[config.mk]
export PLATFORM = sky130hd
export DESIGN_NAME = reg_file_rename_flat
export DESIGN_NICKNAME = d
export VERILOG_FILES = /design/src/rtl/reg_file_rename_if.sv /design/src/rtl/reg_file_rename.sv /design/src/flat_wrapper.sv
export SDC_FILE = /design/constraint.sdc
export NUM_CORES = 2
export LEC_CHECK = 0
export BUFFER_PORTS_ARGS = -buffer_cell sky130_fd_sc_hd__buf_2
export CAP_MARGIN = 20
export CORE_MARGIN = 5
export CORE_UTILIZATION = 51
export CTS_BUF_LIST = sky130_fd_sc_hd__clkbuf_4
export DETAILED_ROUTE_END_ITERATION = 10
export MAX_ROUTING_LAYER = met4
export PLACE_DENSITY = 0.67
export REMOVE_ABC_BUFFERS = 1
export SLEW_MARGIN = 30
export SYNTH_ARGS = -nofsm -noshare
export SYNTH_HDL_FRONTEND = slang
export SYNTH_SLANG_ARGS = --single-unit
[constraint.sdc]
create_clock -name clk_in -period 2.65 [get_ports clk_in]
set_input_delay 0.265 -clock clk_in [delete_from_list [all_inputs] [get_ports clk_in]]
set_output_delay 0.265 -clock clk_in [all_outputs]
set_load 0.05 [all_outputs]
[src/rtl/reg_file_rename_if.sv]
// Commit/issue/lookup bus between the ROB, the issue stage and the renamed
// architectural register file. The master drives strobes and lookup
// addresses; the register file (slave) returns operand value, busy and tag.
interface reg_file_rename_if #(
    parameter int TAG_W = 5,
    parameter int XLEN  = 32
);
    logic             rdy_in;
    logic             clear_in;
    logic             commit_en_in;
    logic [TAG_W-1:0] commit_rob_in;
    logic [4:0]       commit_rd_in;
    logic [XLEN-1:0]  commit_val_in;
    logic             issue_en_in;
    logic [4:0]       issue_rd_in;
    logic [TAG_W-1:0] issue_rob_in;
    logic [4:0]       rs1_addr_in;
    logic [4:0]       rs2_addr_in;
    logic [XLEN-1:0]  rs1_val_out;
    logic             rs1_busy_out;
    logic [TAG_W-1:0] rs1_tag_out;
    logic [XLEN-1:0]  rs2_val_out;
    logic             rs2_busy_out;
    logic [TAG_W-1:0] rs2_tag_out;

    modport master (
        output rdy_in, clear_in,
        output commit_en_in, commit_rob_in, commit_rd_in, commit_val_in,
        output issue_en_in, issue_rd_in, issue_rob_in,
        output rs1_addr_in, rs2_addr_in,
        input  rs1_val_out, rs1_busy_out, rs1_tag_out,
        input  rs2_val_out, rs2_busy_out, rs2_tag_out
    );

    modport slave (
        input  rdy_in, clear_in,
        input  commit_en_in, commit_rob_in, commit_rd_in, commit_val_in,
        input  issue_en_in, issue_rd_in, issue_rob_in,
        input  rs1_addr_in, rs2_addr_in,
        output rs1_val_out, rs1_busy_out, rs1_tag_out,
        output rs2_val_out, rs2_busy_out, rs2_tag_out
    );
endinterface

[src/rtl/reg_file_rename.sv]
// Architectural register file with per-register rename tags.
// Commit writes the retired value and releases the busy mark only when the
// retiring ROB entry is still the newest writer; issue marks rd busy with
// its ROB entry; clear (ROB flush) drops every busy mark.
// Optional macro REGFILE_BYPASS_EN: forward a same-cycle releasing commit
// to the lookup ports so the issue stage need not stall on a collision.

// One architectural register: value, busy mark and producer tag.
module reg_file_rename_entry #(
    parameter int TAG_W = 5,
    parameter int XLEN  = 32
) (
    input  logic             clk_in,
    input  logic             rst_n_in,
    input  logic             rdy_in,
    input  logic             clear_in,
    input  logic             wr_en,
    input  logic [XLEN-1:0]  wr_val,
    input  logic [TAG_W-1:0] rel_rob,
    input  logic             al_en,
    input  logic [TAG_W-1:0] al_rob,
    output logic [XLEN-1:0]  val_q,
    output logic             busy_q,
    output logic [TAG_W-1:0] tag_q
);
    logic rel;

    // Release only if the retiring entry is still the pending writer.
    assign rel = wr_en && busy_q && (tag_q == rel_rob);

    // Commit value, then issue/release of the busy mark, flush wins last.
    always_ff @(posedge clk_in or negedge rst_n_in) begin
        if (!rst_n_in) begin
            val_q  <= '0;
            busy_q <= 1'b0;
            tag_q  <= '0;
        end else if (rdy_in) begin
            if (wr_en)
                val_q <= wr_val;
            if (clear_in) begin
                busy_q <= 1'b0;
            end else if (al_en) begin
                busy_q <= 1'b1;
                tag_q  <= al_rob;
            end else if (rel) begin
                busy_q <= 1'b0;
            end
        end
    end
endmodule

module reg_file_rename #(
    parameter int NUM_REGS = 32,
    parameter int TAG_W    = 5,
    parameter int XLEN     = 32
) (
    input logic              clk_in,
    input logic              rst_n_in,
    reg_file_rename_if.slave bus
);
    logic [NUM_REGS-1:0][XLEN-1:0]  val_q;
    logic [NUM_REGS-1:0]            busy_q;
    logic [NUM_REGS-1:0][TAG_W-1:0] tag_q;

    logic [1:0][4:0]       rd_addr;
    logic [1:0][XLEN-1:0]  rd_val;
    logic [1:0]            rd_busy;
    logic [1:0][TAG_W-1:0] rd_tag;

    genvar i;
    generate
        for (i = 0; i < NUM_REGS; i++) begin : g_reg
            if (i == 0) begin : g_x0
                // x0 is hardwired: never written, never busy.
                assign val_q[i]  = '0;
                assign busy_q[i] = 1'b0;
                assign tag_q[i]  = '0;
            end else begin : g_xn
                localparam logic [4:0] IDX = 5'(i);
                logic wr_en, al_en;
                assign wr_en = bus.commit_en_in && (bus.commit_rd_in == IDX);
                assign al_en = bus.issue_en_in  && (bus.issue_rd_in  == IDX);
                reg_file_rename_entry #(.TAG_W(TAG_W), .XLEN(XLEN)) u_ent (
                    .clk_in   (clk_in),
                    .rst_n_in (rst_n_in),
                    .rdy_in   (bus.rdy_in),
                    .clear_in (bus.clear_in),
                    .wr_en    (wr_en),
                    .wr_val   (bus.commit_val_in),
                    .rel_rob  (bus.commit_rob_in),
                    .al_en    (al_en),
                    .al_rob   (bus.issue_rob_in),
                    .val_q    (val_q[i]),
                    .busy_q   (busy_q[i]),
                    .tag_q    (tag_q[i])
                );
            end
        end
    endgenerate

    assign rd_addr[0] = bus.rs1_addr_in;
    assign rd_addr[1] = bus.rs2_addr_in;

    // Combinational operand lookup, optionally forwarding a releasing commit.
    always_comb begin
        rd_val  = '0;
        rd_busy = '0;
        rd_tag  = '0;
        for (int p = 0; p < 2; p++) begin
            rd_val[p]  = val_q[rd_addr[p]];
            rd_busy[p] = busy_q[rd_addr[p]];
            rd_tag[p]  = tag_q[rd_addr[p]];
`ifdef REGFILE_BYPASS_EN
            if (bus.commit_en_in && (bus.commit_rd_in != 5'd0) &&
                (rd_addr[p] == bus.commit_rd_in) && busy_q[rd_addr[p]] &&
                (tag_q[rd_addr[p]] == bus.commit_rob_in)) begin
                rd_val[p]  = bus.commit_val_in;
                rd_busy[p] = 1'b0;
            end
`endif
        end
    end

    assign bus.rs1_val_out  = rd_val[0];
    assign bus.rs1_busy_out = rd_busy[0];
    assign bus.rs1_tag_out  = rd_tag[0];
    assign bus.rs2_val_out  = rd_val[1];
    assign bus.rs2_busy_out = rd_busy[1];
    assign bus.rs2_tag_out  = rd_tag[1];
endmodule

[src/flat_wrapper.sv]
// flat-port wrapper written by rule: the top's interface ports become plain ports
module reg_file_rename_flat 
#(
    parameter int NUM_REGS = 32,
    parameter int TAG_W    = 5,
    parameter int XLEN     = 32
)
  (clk_in, rst_n_in, bus_rdy_in, bus_clear_in, bus_commit_en_in, bus_commit_rob_in, bus_commit_rd_in, bus_commit_val_in, bus_issue_en_in, bus_issue_rd_in, bus_issue_rob_in, bus_rs1_addr_in, bus_rs2_addr_in, bus_rs1_val_out, bus_rs1_busy_out, bus_rs1_tag_out, bus_rs2_val_out, bus_rs2_busy_out, bus_rs2_tag_out);
  reg_file_rename_if #(.TAG_W(TAG_W), .XLEN(XLEN)) bus_i ();
  input logic clk_in;
  input logic rst_n_in;
  input wire logic [$bits(bus_i.rdy_in)-1:0] bus_rdy_in;
  input wire logic [$bits(bus_i.clear_in)-1:0] bus_clear_in;
  input wire logic [$bits(bus_i.commit_en_in)-1:0] bus_commit_en_in;
  input wire logic [$bits(bus_i.commit_rob_in)-1:0] bus_commit_rob_in;
  input wire logic [$bits(bus_i.commit_rd_in)-1:0] bus_commit_rd_in;
  input wire logic [$bits(bus_i.commit_val_in)-1:0] bus_commit_val_in;
  input wire logic [$bits(bus_i.issue_en_in)-1:0] bus_issue_en_in;
  input wire logic [$bits(bus_i.issue_rd_in)-1:0] bus_issue_rd_in;
  input wire logic [$bits(bus_i.issue_rob_in)-1:0] bus_issue_rob_in;
  input wire logic [$bits(bus_i.rs1_addr_in)-1:0] bus_rs1_addr_in;
  input wire logic [$bits(bus_i.rs2_addr_in)-1:0] bus_rs2_addr_in;
  output wire logic [$bits(bus_i.rs1_val_out)-1:0] bus_rs1_val_out;
  output wire logic [$bits(bus_i.rs1_busy_out)-1:0] bus_rs1_busy_out;
  output wire logic [$bits(bus_i.rs1_tag_out)-1:0] bus_rs1_tag_out;
  output wire logic [$bits(bus_i.rs2_val_out)-1:0] bus_rs2_val_out;
  output wire logic [$bits(bus_i.rs2_busy_out)-1:0] bus_rs2_busy_out;
  output wire logic [$bits(bus_i.rs2_tag_out)-1:0] bus_rs2_tag_out;
  assign bus_i.rdy_in = bus_rdy_in;
  assign bus_i.clear_in = bus_clear_in;
  assign bus_i.commit_en_in = bus_commit_en_in;
  assign bus_i.commit_rob_in = bus_commit_rob_in;
  assign bus_i.commit_rd_in = bus_commit_rd_in;
  assign bus_i.commit_val_in = bus_commit_val_in;
  assign bus_i.issue_en_in = bus_issue_en_in;
  assign bus_i.issue_rd_in = bus_issue_rd_in;
  assign bus_i.issue_rob_in = bus_issue_rob_in;
  assign bus_i.rs1_addr_in = bus_rs1_addr_in;
  assign bus_i.rs2_addr_in = bus_rs2_addr_in;
  assign bus_rs1_val_out = bus_i.rs1_val_out;
  assign bus_rs1_busy_out = bus_i.rs1_busy_out;
  assign bus_rs1_tag_out = bus_i.rs1_tag_out;
  assign bus_rs2_val_out = bus_i.rs2_val_out;
  assign bus_rs2_busy_out = bus_i.rs2_busy_out;
  assign bus_rs2_tag_out = bus_i.rs2_tag_out;
  reg_file_rename #(.NUM_REGS(NUM_REGS), .TAG_W(TAG_W), .XLEN(XLEN)) u_core (.clk_in(clk_in), .rst_n_in(rst_n_in), .bus(bus_i));
endmodule
# [Word-level counts from Yosys, hierarchy flattened]
# Index checks and enable logic that the tools add are counted.
[classes] n_reduce_logical=248 n_lt_le_gt_ge=2 muxes=105 n_bitwise=1 n_eq_ne=93
[ops] operator="binary-select mux 32 bit (select 5 bit)" n=2
[ops] operator="== test 5 bit, second input constant" n=32
[ops] operator="== test 5 bit" n=31
[ops] operator="logical AND 1 bit" n=124
[ops] operator="AND reduction 2 bit" n=62
[ops] operator="two-way mux 1 bit" n=95
[ops] operator="AND reduction 3 bit" n=31
[ops] operator="nonzero test 3 bit" n=31
[ops] operator="== test 5 x 4 -> 1 bit, second input constant" n=16
[ops] operator="two-way mux 32 bit" n=2
[ops] operator="binary-select mux 5 bit (select 5 bit)" n=2
[ops] operator="== test 5 x 3 -> 1 bit, second input constant" n=8
[ops] operator="== test 5 x 2 -> 1 bit, second input constant" n=4
[ops] operator="< comparator 5 x 6 -> 1 bit, second input constant" n=2
[ops] operator="binary-select mux 1 bit (select 5 bit)" n=2
[ops] operator="== test 5 x 1 -> 1 bit, second input constant" n=2
[ops] operator="two-way mux 5 bit" n=2
[ops] operator="inverter 1 bit" n=1
[word_totals] ff_bits=1178 output_inout_bits=76 inputBits=68 elab_cells=542

# [Depth between registers and ports, before layout]
[logic_depth] depth_word=7 mapped_depth=9

# [Cells and area by module]
# From an unflattened synthesis, not the netlist that was laid out.
[hier_totals] hier_cells=4530 hier_area_um2=69196.4
[by_module_without_submodules] mod="reg_file_rename_entry" cells_each=89 instances=31 area_each_um2=1601.5
[by_module_without_submodules] mod="reg_file_rename" cells_each=1771 instances=1 area_each_um2=19548.7

# [Worst setup path before layout]
# Ideal clock, no wire load.
[synth_timing] path_type="input-to-output" start="input bus_rs2_addr_in[0]" end="output bus_rs2_val_out[11]" t_arrival_ps=2770 path_stages=9 path_slack_ps=-385 path_cell_list="buf_2 -> buf_4 -> buf_4 -> buf_2 -> buf_1 -> a22oi_1 -> o221ai_1 -> nand2_1 -> o21ai_0"
[synth_between] elab_chain_len=2
[synth_rtl] element="start: declaration" line="flat_wrapper.sv:22" rtl="input wire logic [$bits(bus_i.rs2_addr_in)-1:0] bus_rs2_addr_in;"
[synth_rtl] element="binary-select mux 32 bit (select 5 bit)" line="reg_file_rename.sv:110" rtl="rd_val[p] = val_q[rd_addr[p]];"
[synth_rtl] element="two-way mux 32 bit (implied by the code)" line="reg_file_rename.sv:110"
[synth_rtl] element="end: declaration" line="flat_wrapper.sv:26" rtl="output wire logic [$bits(bus_i.rs2_val_out)-1:0] bus_rs2_val_out;"
# Every way passes these cells. The select of a mux whose other input is x is not followed.

# [Worst setup path in the final report]
[layout_timing] start="register u_core.g_reg[24].g_xn.u_ent.val_q[2]" end="output bus_rs1_val_out[2]"
[layout_between] elab_chain_len=2
[layout_rtl] element="start: declaration" line="reg_file_rename.sv:22" rtl="output logic [XLEN-1:0] val_q,"
[layout_rtl] element="start signal: assignment" line="reg_file_rename.sv:39" rtl="val_q <= wr_val;"
[layout_rtl] element="binary-select mux 32 bit (select 5 bit)" line="reg_file_rename.sv:110"
[layout_rtl] element="two-way mux 32 bit (implied by the code)" line="reg_file_rename.sv:110"
[layout_rtl] element="end: declaration" line="flat_wrapper.sv:23" rtl="output wire logic [$bits(bus_i.rs1_val_out)-1:0] bus_rs1_val_out;"
# Every way passes these cells. The select of a mux whose other input is x is not followed.

==> flow_metrics.py <==
metrics = {
    "outcome": {
        "status": "complete, but fails checks",
        "violations": "setup timing",
    },
    "yosys": {
        "synth_area_um2": 64800,
        "synth_seq_cells": 1178,
        "synthCells": 4653,
        "synth.area.mux_share": 0.407,
        "synth-edff-count": 0,
        "synth_xor_area_frac": 0.0209,
        "synth_compound_area_frac": 0.0629,
        "synth_adder_area_share": 0,
        "async_flop_share": 1.00,
        "synthSimpleGateAreaFrac": 0.0240,
        "synth_flop_cell": "dfrtp_1",
        "synth_top_family_by_area": "multiplexers",
        "synth_cell_types": 46,
        "ys_seq_area_frac": 0.455,
        "syn_avg_cell_area_um2": 13.9,
        "yosys_warnings": 0,
    },
    "layout": {
        "fill_cells": 9695,
        "syn_to_final_growth_pct": 18.9,
        "layout-drive-gt1-share": 0.555,
        "final_cell_mix": "mux2_2 (1256), dfrtp_1 (1164), clkbuf_4 (488)",
        "final_util": 0.611,
        "layout_commonest_cell": "mux2_2",
        "final_nets": 5241,
    },
    "drt": {
        "drtPass1Iterations": 6,
        "wl_per_cell_um": 29.9,
        "drt-vias-per-instance": 6.60,
        "drc_errors": 0,
        "drtAntennaViolNets": 0,
        "drt_iter0_markers": 4552,
        "vias": 46483,
        "wl_mm": 211,
    },
    "sta": {
        "finalHoldViolCount": 0,
        "finClkSkew_ns": 0.0291,
        "tightest_slew_ns": 0.922,
        "finalCritPeriodShare": 1.25,
        "slew_headroom": 0.385,
        "setup_viol": 76,
        "holdWs_ns": 0.0882,
        "period_minus_slack_ns": 3.30,
        "fmax_mhz": 303,
        "finalMaxSlewViolations": 0,
        "setup_ws_ns": -0.655,
        "rsz0062_at_grt": "yes",
    },
    "pwr": {
        "p_leak_nw": 35.0,
        "p_comb_frac": 0.206,
        "totalPowerFinal_mw": 48.3,
        "power.density_nw_per_um2": 627,
        "power_frac_clock": 0.338,
        "swShare": 0.293,
        "power.switching_mw": 14.2,
        "peakVddDrop_mv": 0.350,
        "intPower_mw": 34.2,
        "p_seq_frac": 0.456,
    },
    "critical_path": {
        "regToRegEndpoint": "u_core.g_reg[7].g_xn.u_ent.busy_q",
        "critPathLaunchType": "flip-flop",
        "r2r_slack_ns": 0.17,
        "critPathMaxFanout": 3,
        "cp.arrival_ns": 3.04,
        "path_class": "flip-flop to output pin",
        "reg2reg_depth": 7,
        "worstPathRequired_ns": 2.38,
        "r2r_start": "u_core.g_reg[7].g_xn.u_ent.tag_q[0]",
        "end_kind": "output pin",
    },
    "placement": {
        "numPortBuffers": 143,
        "place.gp.congestion": 0.944,
        "dp_hpwl_mm": 130,
    },
    "min_path": {
        "hold_path_depth": 5,
        "worstHoldStart": "bus_rdy_in",
        "holdPathEnd": "u_core.g_reg[26].g_xn.u_ent.busy_q",
        "hold_class": "primary input to flip-flop",
    },
    "clocking": {
        "cts_buffers": 336,
        "cts_tree": "yes",
        "clk_pin_slew_ns": 0.06,
        "htree_num_levels": 5,
        "clock-sinks": 1178,
        "clock_latency_ns": 1.26,
        "cts_max_path_buffers": 4,
        "root_buffer": "clkbuf_4",
    },
    "die": {
        "start_util": 0.514,
        "die-area_um2": 134000,
        "ios": 144,
        "die_w_um": 367,
        "coreArea_um2": 126000,
        "num_rows": 130,
        "die_h_um": 367,
    },
    "grt": {
        "antenna_found_initial": 4,
        "grt_overflow": 0,
        "grt_use_total": 0.321,
        "grt_start_max_net_pins": 107,
        "grt_pass1_wl_mm": 316,
        "grt_pass1_vias": 48877,
    },
    "flow_run": {
        "maxCapViolations": 0,
    },
}
worst max-delay path, stage by stage (launching register included):
cell,delay [ns]
dfrtp_1,0.41
mux4_2,0.47
a22o_1,0.25
o21ai_2,0.22
o21ai_0,0.18
buf_4,0.27
state kept, by name, summed over array words and instances, names as in the netlist:
name and flops:
u_core.g.g_xn.u_ent.val_q 992, u_core.g.g_xn.u_ent.busy_q 31, u_core.g.g_xn.u_ent.tag_q 155
logic make-up (layout without fill, tap and decap cells):
| logic type | Yosys count | count (layout) |
|---|---|---|
| mux | 1907 | 1907 |
| flops | 1178 | 1178 |
| compound gates | 585 | 585 |
| buf+inv | 483 | 1218 |
| simple gates | 345 | 345 |
| xor+xnor | 155 | 155 |
| other cells | 0 | 4 |
Yosys cell counts (24+ instances only):
cell | count | area [µm²]
nand2_1 | 150 | 563
o221ai_1 | 38 | 333
o22ai_1 | 38 | 238
a22oi_1 | 76 | 571
xnor2_1 | 84 | 736
dfrtp_1 | 1178 | 29500
xor2_1 | 71 | 622
mux2i_1 | 190 | 1900
a22o_1 | 153 | 1340
clkbuf_1 | 306 | 1150
buf_2 | 106 | 531
nand4_1 | 24 | 150
mux2_2 | 1256 | 14100
buf_1 | 59 | 221
nor2_1 | 87 | 327
mux4_2 | 456 | 10300
o31ai_1 | 38 | 285
o21ai_0 | 173 | 866
a21oi_1 | 38 | 190
final cells by class:
cell class | instances | area, µm² | share of cell area
multi-input cells | 2992 | 34300 | 0.445
diodes | 4 | 10.0 | 0.000130
well taps | 1650 | 2060 | 0.0268
clock inverters | 65 | 300 | 0.00390
flip-flops and latches | 1178 | 29500 | 0.383
inverters | 2 | 7.51 | 0.0000974
repair buffers | 663 | 7210 | 0.0936
clock buffers | 488 | 3660 | 0.0475
worst max-delay path by stage:
stage / from / to / depth (start not counted)
4_1_cts: u_core.g_reg[30].g_xn.u_ent.val_q[13] / bus_rs1_val_out[13] / 6
2_1_floorplan: bus_rs2_addr_in[1] / bus_rs2_busy_out / 5
5_1_grt: u_core.g_reg[11].g_xn.u_ent.tag_q[3] / bus_rs1_tag_out[3] / 7
3_3_place_gp: bus_rs2_addr_in[0] / bus_rs2_val_out[19] / 8
3_5_place_dp: bus_rs2_addr_in[0] / bus_rs2_val_out[12] / 9
6_report: u_core.g_reg[24].g_xn.u_ent.val_q[2] / bus_rs1_val_out[2] / 5
through the flow:
stage                     instances  instance area [µm²]  TNS [ns]  setup WS, ns
after floorplan                4172                62900    -55.60        -0.771
after global placement         6336                70700    -0.463        -0.128
after detailed placement       6336                70700    -0.324       -0.0741
after CTS                      7019                76700    -46.66        -0.759
after global routing           7041                77100    -46.97        -0.781
final                          7042                77100    -37.00        -0.655
power by group through the flow:
stage / combinational (mW) / clock, mW / sequential, mW
CTS: 9.82 / 16.7 / 21.9
floorplan: 5.89 / 0 / 21.6
detailed placement: 9.23 / 0 / 22.3
global route: 10.6 / 17.7 / 22.2
global placement: 9.04 / 0 / 22.1
finish: 9.94 / 16.4 / 22.0
per-layer routing:
metal,global-route usage,part of all wire,wire length (µm),up-vias
li1,-,-,-,19040
met1,0.413,0.40,84300,24376
met2,0.494,0.47,99200,2432
met3,0.0719,0.083,17500,635
met4,0.138,0.045,9570,0
met5,-,0,0,-
what timing repair did:
action                                 4_1_cts  5_1_grt
gates cloned                                 0        0
setup endpoints to repair                   76       78
pin swaps                                  109       65
endpoints found under the hold margin     2356        0
hold buffers                                89        0
buffers inserted                            47       21
gates resized for setup                    372       58
Power figures use the tool's default switching activity.
